**src/rtl/peg_scorer.sv**
```systemverilog
// Sequential Mastermind scorer: exact pass over four positions, then a
// per-colour min-histogram pass for partials; registers pegs and game status.
module peg_scorer #(
  parameter int NUM_COLORS = 8,
  parameter int MAX_TURNS  = 8
) (
  input  logic       clk,
  input  logic       reset,
  input  logic       new_game,
  input  logic       start,
  input  logic [2:0] code0,
  input  logic [2:0] code1,
  input  logic [2:0] code2,
  input  logic [2:0] code3,
  input  logic [2:0] guess0,
  input  logic [2:0] guess1,
  input  logic [2:0] guess2,
  input  logic [2:0] guess3,
  output logic       busy,
  output logic       done,
  output logic [2:0] exact,
  output logic [2:0] partial,
  output logic [1:0] fb0,
  output logic [1:0] fb1,
  output logic [1:0] fb2,
  output logic [1:0] fb3,
  output logic [3:0] turn_count,
  output logic       win,
  output logic       game_over
);

  localparam int CW = (NUM_COLORS > 1) ? $clog2(NUM_COLORS) : 1;
  localparam logic [3:0]    NC    = 4'(NUM_COLORS);
  localparam logic [CW-1:0] CLAST = CW'(NUM_COLORS - 1);
  localparam logic [3:0]    MT    = 4'(MAX_TURNS);

  typedef enum logic [1:0] {IDLE, EXACT, COLOR} state_t;

  state_t state_q, state_d;
  logic [3:0][2:0] code_q, code_d;
  logic [3:0][2:0] guess_q, guess_d;
  logic [NUM_COLORS-1:0][2:0] chist_q, chist_d;
  logic [NUM_COLORS-1:0][2:0] ghist_q, ghist_d;
  logic [2:0] eacc_q, eacc_d;
  logic [2:0] pacc_q, pacc_d;
  logic [1:0] idx_q, idx_d;
  logic [CW-1:0] c_q, c_d;
  logic done_q, done_d;
  logic [2:0] exact_q, exact_d;
  logic [2:0] partial_q, partial_d;
  logic [3:0][1:0] fb_q, fb_d;
  logic [3:0] tc_q, tc_d;
  logic win_q, win_d;
  logic go_q, go_d;

  logic [2:0] cc, gg, ch, gh, mn, tot;
  logic [3:0] tc_new;

  always_comb begin
    state_d   = state_q;
    code_d    = code_q;
    guess_d   = guess_q;
    chist_d   = chist_q;
    ghist_d   = ghist_q;
    eacc_d    = eacc_q;
    pacc_d    = pacc_q;
    idx_d     = idx_q;
    c_d       = c_q;
    done_d    = 1'b0;
    exact_d   = exact_q;
    partial_d = partial_q;
    fb_d      = fb_q;
    tc_d      = tc_q;
    win_d     = win_q;
    go_d      = go_q;
    cc        = code_q[idx_q];
    gg        = guess_q[idx_q];
    ch        = chist_q[c_q];
    gh        = ghist_q[c_q];
    mn        = (ch < gh) ? ch : gh;
    tot       = '0;
    tc_new    = (tc_q == 4'd15) ? tc_q : tc_q + 4'd1;

    unique case (state_q)
      IDLE: begin
        if (start && !go_q) begin
          code_d  = {code3, code2, code1, code0};
          guess_d = {guess3, guess2, guess1, guess0};
          chist_d = '0;
          ghist_d = '0;
          eacc_d  = '0;
          pacc_d  = '0;
          idx_d   = '0;
          state_d = EXACT;
        end
      end
      EXACT: begin
        if (cc == gg) begin
          eacc_d = eacc_q + 3'd1;
        end else begin
          if ({1'b0, cc} < NC) chist_d[cc] = chist_q[cc] + 3'd1;
          if ({1'b0, gg} < NC) ghist_d[gg] = ghist_q[gg] + 3'd1;
        end
        if (idx_q == 2'd3) begin
          c_d     = '0;
          state_d = COLOR;
        end else begin
          idx_d = idx_q + 2'd1;
        end
      end
      COLOR: begin
        pacc_d = pacc_q + mn;
        c_d    = c_q + CW'(1);
        if (c_q == CLAST) begin
          tot       = eacc_q + pacc_d;
          exact_d   = eacc_q;
          partial_d = pacc_d;
          for (int i = 0; i < 4; i++) begin
            if (3'(i) < eacc_q)   fb_d[i] = 2'd2;
            else if (3'(i) < tot) fb_d[i] = 2'd1;
            else                  fb_d[i] = 2'd0;
          end
          tc_d    = tc_new;
          win_d   = (eacc_q == 3'd4);
          go_d    = go_q | win_d | (tc_new == MT);
          done_d  = 1'b1;
          state_d = IDLE;
        end
      end
      default: state_d = IDLE;
    endcase

    // new_game is a full soft reset, including abort of a running score
    if (new_game) begin
      state_d   = IDLE;
      code_d    = '0;
      guess_d   = '0;
      chist_d   = '0;
      ghist_d   = '0;
      eacc_d    = '0;
      pacc_d    = '0;
      idx_d     = '0;
      c_d       = '0;
      done_d    = 1'b0;
      exact_d   = '0;
      partial_d = '0;
      fb_d      = '0;
      tc_d      = '0;
      win_d     = 1'b0;
      go_d      = 1'b0;
    end
  end

  always_ff @(posedge clk) begin
    if (reset) begin
      state_q   <= IDLE;
      code_q    <= '0;
      guess_q   <= '0;
      chist_q   <= '0;
      ghist_q   <= '0;
      eacc_q    <= '0;
      pacc_q    <= '0;
      idx_q     <= '0;
      c_q       <= '0;
      done_q    <= 1'b0;
      exact_q   <= '0;
      partial_q <= '0;
      fb_q      <= '0;
      tc_q      <= '0;
      win_q     <= 1'b0;
      go_q      <= 1'b0;
    end else begin
      state_q   <= state_d;
      code_q    <= code_d;
      guess_q   <= guess_d;
      chist_q   <= chist_d;
      ghist_q   <= ghist_d;
      eacc_q    <= eacc_d;
      pacc_q    <= pacc_d;
      idx_q     <= idx_d;
      c_q       <= c_d;
      done_q    <= done_d;
      exact_q   <= exact_d;
      partial_q <= partial_d;
      fb_q      <= fb_d;
      tc_q      <= tc_d;
      win_q     <= win_d;
      go_q      <= go_d;
    end
  end

  assign busy       = (state_q != IDLE);
  assign done       = done_q;
  assign exact      = exact_q;
  assign partial    = partial_q;
  assign fb0        = fb_q[0];
  assign fb1        = fb_q[1];
  assign fb2        = fb_q[2];
  assign fb3        = fb_q[3];
  assign turn_count = tc_q;
  assign win        = win_q;
  assign game_over  = go_q;

endmodule

```
**config.mk**
```make
export PLATFORM = sky130hd
export DESIGN_NAME = peg_scorer
export DESIGN_NICKNAME = d
export VERILOG_FILES = /design/src/rtl/peg_scorer.sv
export SDC_FILE = /design/constraint.sdc
export NUM_CORES = 1
export LEC_CHECK = 0
export BUFFER_PORTS_ARGS = -buffer_cell sky130_fd_sc_hd__buf_2
export CORE_MARGIN = 4
export CORE_UTILIZATION = 54
export DETAILED_ROUTE_END_ITERATION = 6
export PLACE_DENSITY = 0.76
export REMOVE_ABC_BUFFERS = 1
export SKIP_LAST_GASP = 1
export SLEW_MARGIN = 20
export SYNTH_ARGS = -nofsm -noshare
export SYNTH_HDL_FRONTEND = slang
export SYNTH_SLANG_ARGS = --single-unit
```
**constraint.sdc**
```tcl
create_clock -name clk -period 4.57 [get_ports clk]
set_input_delay 0.6855 -clock clk [delete_from_list [all_inputs] [get_ports clk]]
set_output_delay 0.6855 -clock clk [all_outputs]
set_load 0.005 [all_outputs]
```
==> flow_metrics.py, run 1 <==
metrics = {
    "route": {
        "dr.pass1.iters": 7,
        "drtAntennaViolNets": 0,
        "num_vias": 4604,
        "via_per_inst": 6.07,
        "wl_per_cell_um": 17.0,
        "drt_iter0_markers": 351,
        "drt_wl_total_um": 12900,
        "drc": 0,
    },
    "timing": {
        "tightest_slew_ns": 0.970,
        "rsz0062_at_grt": "false",
        "maxSlewViolCount": 0,
        "max_freq_mhz": 232,
        "setup_tns_ns": 0,
        "postLayoutSetupSlackWorst_ns": 0.251,
        "hold-worst-slack_ns": 0.454,
        "period_share_pct": 94.5,
        "fin_skew_ns": 0.00949,
        "finalSetupViolations": 0,
        "slew_headroom_pct": 35.3,
        "period_minus_slack_ns": 4.32,
        "final_hold_viol_count": 0,
    },
    "clock_tree": {
        "path_clk_slew_ns": 0.10,
        "cts_setup_buffers": 0,
        "cts_root_buf": "clkbuf_8",
        "worstSkewPairLatency_ns": 0.37,
        "h-tree-depth": 3,
        "clockBufferDepth": 2,
        "cts_made_buffers": 9,
        "clock-sinks": 105,
        "cts_tree": "yes",
    },
    "logic_synthesis": {
        "syn_avg_cell_area_um2": 9.02,
        "yosysWarningCount": 0,
        "ys_seq_area_share_pct": 39.2,
        "yosys_most_used_dff": "dfxtp_1",
        "mappedNetlistArea_um2": 5360,
        "syn_inst": 594,
        "ys_types": 50,
        "synth_edf_count": 0,
        "synth.ff_latch_count": 105,
        "async_reset_ff_share_pct": 0,
    },
    "setup_path": {
        "crit_arrival_ns": 4.55,
        "regToRegEndpoint": "fb0[0]$_SDFFE_PP0P_",
        "setup.worst_path.end_class": "flop",
        "max_stage_delay_ns": 0.53,
        "cp_slowest_cell": "mux4_2",
        "critPathRequiredTime_ns": 4.80,
        "r2r_start": "c_q[0]$_SDFFE_PP0P_",
        "worstSetupPathType": "reg -> reg",
        "r2r_cells": 16,
        "cp-start-kind": "flop",
        "path_max_fanout": 6,
        "crit_chain": "mux4_2 -> mux2i_1 -> inv_1 -> ha_1 -> a21boi_0 -> o21ai_0 -> a31oi_1 -> ha_1 -> fa_1 -> inv_1 -> fa_1 -> xnor2_1 -> xnor2_1 -> nand2_1 -> o211ai_1 -> a21oi_1",
        "reg2reg_setup_slack_ns": 0.25,
    },
    "cells_and_area": {
        "drive_gt1_share_pct": 18.4,
        "final_common_cell": "dfxtp_1",
        "final_cell_mix": "104 x dfxtp_1, 98 x nand2_1, 57 x a21oi_1",
        "regArea_um2": 2100,
        "post-route-util_pct": 60.4,
        "nNetsFinal": 664,
        "multiInputGateArea_um2": 3030,
        "area_delta_synth_final_pct": 9.72,
        "finalInstanceArea_um2": 5880,
        "instances_no_fill": 759,
        "diodes": 0,
        "num-fill-cells": 894,
    },
    "floorplanning": {
        "core_area_um2": 9730,
        "start_util_pct": 55.1,
        "fp.dieH_um": 108,
        "die-area_um2": 11600,
        "die_x_um": 108,
        "ios": 50,
        "rows": 36,
    },
    "place": {
        "globalplace.congestion": 0.925,
        "io_buffers": 49,
        "placedCellCount": 743,
        "place_hpwl_um": 9130,
        "placed_cell_area_um2": 5650,
        "dpl_worst_slack_ns": 0.166,
    },
    "hold_path": {
        "hp-start": "fb0[0]$_SDFFE_PP0P_",
        "min_to": "fb0[0]$_SDFFE_PP0P_",
        "hold_path_class": "reg -> reg",
        "hold_path_depth": 2,
    },
    "power": {
        "power.density_nw_per_um2": 291,
        "peakVddDrop_mv": 0.227,
        "leakagePower_nw": 2.19,
        "p_total_mw": 1.71,
    },
    "global_routing": {
        "grt_overflow_total": 0,
        "grt_pass1_vias": 4427,
        "grt_max_degree": 42,
        "antenna_found_initial": 0,
        "grt_use_total_pct": 23.0,
        "grt_first_pass_wirelength_um": 21400,
    },
    "run_status": {
        "status": "finished, final reports clean",
    },
    "job": {
        "drv_cap": 0,
    },
}
power breakdown:
| group | leakage [nW] | internal, mW | switching (mW) |
|---|---|---|---|
| logic | 1.23 | 0.0440 | 0.0919 |
| clock network | 0.113 | 0.326 | 0.320 |
| registers | 0.848 | 0.923 | 0.00665 |
| total | 2.19 | 1.29 | 0.418 |
routing by layer:
layer / share of wire, % / track usage [%]
met1: 44 / 30.8
met2: 48 / 37.9
met3: 6.5 / 4.56
met4: 1.8 / 6.40
met5: 0 / 0
worst max-delay path by stage:
stage,depth (start not counted),end,from
6_report,16,fb0[0]$_SDFFE_PP0P_,c_q[0]$_SDFFE_PP0P_
5_1_grt,16,fb0[0]$_SDFFE_PP0P_,c_q[0]$_SDFFE_PP0P_
4_1_cts,16,fb0[0]$_SDFFE_PP0P_,c_q[0]$_SDFFE_PP0P_
3_5_place_dp,16,fb0[0]$_SDFFE_PP0P_,c_q[0]$_SDFFE_PP0P_
3_3_place_gp,16,fb0[0]$_SDFFE_PP0P_,c_q[0]$_SDFFE_PP0P_
2_1_floorplan,16,fb0[0]$_SDFFE_PP0P_,c_q[0]$_SDFFE_PP0P_
critical path: cells and delay by family (launching register included):
kind / cells / cell delay [ns]
adder cells (fa/ha/maj): 4 / 1.44
AO/OA/AOI/OAI: 5 / 0.87
multiplexers: 2 / 0.80
flip-flops: 1 / 0.45
XOR/XNOR: 2 / 0.37
buffers and inverters: 2 / 0.15
AND/OR/NAND/NOR: 1 / 0.10
sequential cells by signal (all words and copies together), names as in the netlist, 4 cells and up:
name and flops:
guess_q 12, chist_q 24, ghist_q 24, code_q 12
turn_count 4
logic make-up after synthesis:
logic type | after synthesis | share of synthesized area, %
fa+ha+maj | 15 | 3.78
mux | 48 | 13.5
buf+inv | 53 | 4.30
flops | 105 | 39.2
compound gates | 153 | 19.6
xor+xnor | 13 | 2.27
simple gates | 207 | 17.3
final cells by class:
cell class,count,area share (%)
multi-input cells,436,51.6
flip-flops and latches,105,35.8
repair buffers,57,5.19
well taps,133,2.83
clock buffers,10,2.34
clock inverters,6,1.53
inverters,12,0.766
Yosys cell counts, types with 6 or more instances:
library cell / count / area, µm²
mux2_2: 6 / 67.6
o22ai_1: 7 / 43.8
nor3_1: 11 / 55.1
a211oi_1: 7 / 52.6
and2_1: 6 / 37.5
clkbuf_1: 27 / 101
a21oi_1: 57 / 285
a22o_1: 18 / 158
nand3_1: 11 / 55.1
inv_1: 12 / 45.0
dfxtp_1: 105 / 2100
nand2_1: 98 / 368
ha_1: 13 / 163
a32o_1: 21 / 210
nor2_1: 49 / 184
o21ai_0: 14 / 70.1
mux4_2: 19 / 428
xor2_1: 6 / 52.6
nand2b_1: 11 / 68.8
xnor2_1: 6 / 52.6
mux2i_1: 23 / 230
what timing repair did:
item                       CTS  global route
hold buffers                 0             0
setup endpoints to repair    0             3
resized for setup            0             1
Note: power is estimated with default switching activity, not from simulation.
==> run 2, diff against run 1 <==
--- a/config.mk
+++ b/config.mk
@@ -10,6 +10,7 @@
 export CORE_UTILIZATION = 54
 export DETAILED_ROUTE_END_ITERATION = 6
 export PLACE_DENSITY = 0.76
+export RECOVER_POWER = 50
 export REMOVE_ABC_BUFFERS = 1
 export SKIP_LAST_GASP = 1
 export SLEW_MARGIN = 20
==> run 2 against run 1 <==
Net effect:
- cell count unchanged
- die area unchanged
- clock power barely moved
- setup slack improved by 0.019 ns
- sequential cell count unchanged
- utilization decreased by 0.27 points
- clock skew is 0.0013 ns lower
- hold slack improved by 0.0034 ns
- first-iteration DRC count fell by 9.4%
- design area is 0.45% lower
- power shrank 0.10%
==> flow_metrics.py, run 2 (synthesis gave the netlist of run 1 again) <==
metrics = {
    "route": {
        "drtAntennaViolNets": 0,
        "drc": 0,
        "wl_per_cell_um": 17.0,
        "drt_wl_total_um": 12900,
        "via_per_inst": 6.04,
        "drt_iter0_markers": 318,
        "num_vias": 4586,
        "dr.pass1.iters": 5,
    },
    "place": {
        "place_hpwl_um": 9130,
        "placed_cell_area_um2": 5650,
        "io_buffers": 49,
        "globalplace.congestion": 0.925,
    },
    "timing": {
        "max_freq_mhz": 233,
        "tightest_slew_ns": 1.28,
        "final_hold_viol_count": 0,
        "setup_tns_ns": 0,
        "slew_headroom_pct": 14.8,
        "fin_skew_ns": 0.00817,
        "maxSlewViolCount": 0,
        "finalSetupViolations": 0,
        "rsz0062_at_grt": "false",
        "hold-worst-slack_ns": 0.458,
        "period_share_pct": 94.1,
        "period_minus_slack_ns": 4.30,
    },
    "power": {
        "power.density_nw_per_um2": 292,
        "p_total_mw": 1.71,
        "leakagePower_nw": 2.13,
        "peakVddDrop_mv": 0.227,
    },
    "global_routing": {
        "grt_pass1_vias": 4427,
        "antenna_found_initial": 0,
        "grt_first_pass_wirelength_um": 21400,
        "grt_overflow_total": 0,
        "grt_use_total_pct": 23.0,
        "grt_max_degree": 42,
    },
    "cells_and_area": {
        "final_cell_mix": "104 x dfxtp_1, 98 x nand2_1, 57 x a21oi_1",
        "post-route-util_pct": 60.1,
        "nNetsFinal": 664,
        "area_delta_synth_final_pct": 9.22,
        "layout_top_registers": "chist_q (24), ghist_q (24)",
        "final_common_cell": "dfxtp_1",
        "finalInstanceArea_um2": 5850,
        "diodes": 0,
        "drive_gt1_share_pct": 16.1,
    },
    "floorplanning": {
        "rows": 36,
        "die-area_um2": 11600,
        "die_x_um": 108,
        "start_util_pct": 55.1,
        "core_area_um2": 9730,
        "ios": 50,
        "fp.dieH_um": 108,
    },
    "job": {
        "drv_cap": 0,
    },
    "setup_path": {
        "cp-start-kind": "flop",
        "path_max_fanout": 6,
        "crit_arrival_ns": 4.53,
        "critPathRequiredTime_ns": 4.80,
        "worstSetupPathType": "reg -> reg",
        "setup.worst_path.end_class": "flop",
    },
    "clock_tree": {
        "cts_setup_buffers": 0,
        "worstSkewPairLatency_ns": 0.36,
        "cts_tree": "yes",
        "h-tree-depth": 3,
        "path_clk_slew_ns": 0.10,
        "clock-sinks": 105,
        "clockBufferDepth": 2,
        "cts_root_buf": "clkbuf_8",
        "cts_made_buffers": 9,
    },
    "run_status": {
        "status": "finished, final reports clean",
    },
    "hold_path": {
        "hold_path_class": "reg -> reg",
    },
}
## run 2: metal layers
layer	part of all wire [%]	wire [µm]	up-vias	track usage, %
met5	0	0	-	0
met2	48	6160	186	37.9
met3	7.0	902	21	4.56
li1	-	-	2196	-
met4	1.5	200	0	6.40
met1	44	5670	2183	30.8
## run 2: critical path: stages, from the launching register on
cell	delay, ns
dfxtp_2	0.45
mux4_2	0.53
mux2i_1	0.27
inv_1	0.08
ha_1	0.29
a21boi_0	0.12
o21ai_0	0.32
a31oi_1	0.14
ha_1	0.21
fa_1	0.53
inv_1	0.07
fa_1	0.41
xnor2_1	0.15
xnor2_1	0.22
nand2_1	0.10
o211ai_1	0.18
a21oi_1	0.09
## run 2: path summary, 6_finish.rpt
kind / slack [ns] / end / cells past startpoint / from
setup / recovery: 0.27 / fb0[0]$_SDFFE_PP0P_ / 16 / c_q[0]$_SDFFE_PP0P_
hold / removal: 0.46 / code_q[10]$_SDFFE_PP0P_ / 2 / code_q[10]$_SDFFE_PP0P_
setup reg to reg: 0.27 / fb0[0]$_SDFFE_PP0P_ / 16 / c_q[0]$_SDFFE_PP0P_
hold reg to reg: 0.46 / code_q[10]$_SDFFE_PP0P_ / 2 / code_q[10]$_SDFFE_PP0P_
## run 2: report_power, final
part,leakage (nW),switching [mW],internal (mW)
Sequential,0.848,0.00658,0.923
Clock,0.113,0.318,0.326
Combinational,1.16,0.0917,0.0435
## run 2: what timing repair did
item,CTS,global route
hold buffers,0,0
setup endpoints to repair,0,3
resized for setup,0,1
## run 2: metrics by stage
| stage | cells | worst slack (ns) |
|---|---|---|
| after global routing | 759 | 0.0514 |
| after detailed placement | 743 | 0.166 |
| final | 759 | 0.270 |
| after CTS | 759 | 0.151 |
| after floorplan | 553 | 0.396 |
| after global placement | 743 | 0.378 |
## run 2: cell type report
type                       count  area, µm²
multi-input combinational    436       3030
sequential                   105       2100
tap                          133        166
clock inverter                 6       90.1
clock buffer                  10        138
inverter                      12       45.0
timing repair buffer          57        284
fill                         903       3880
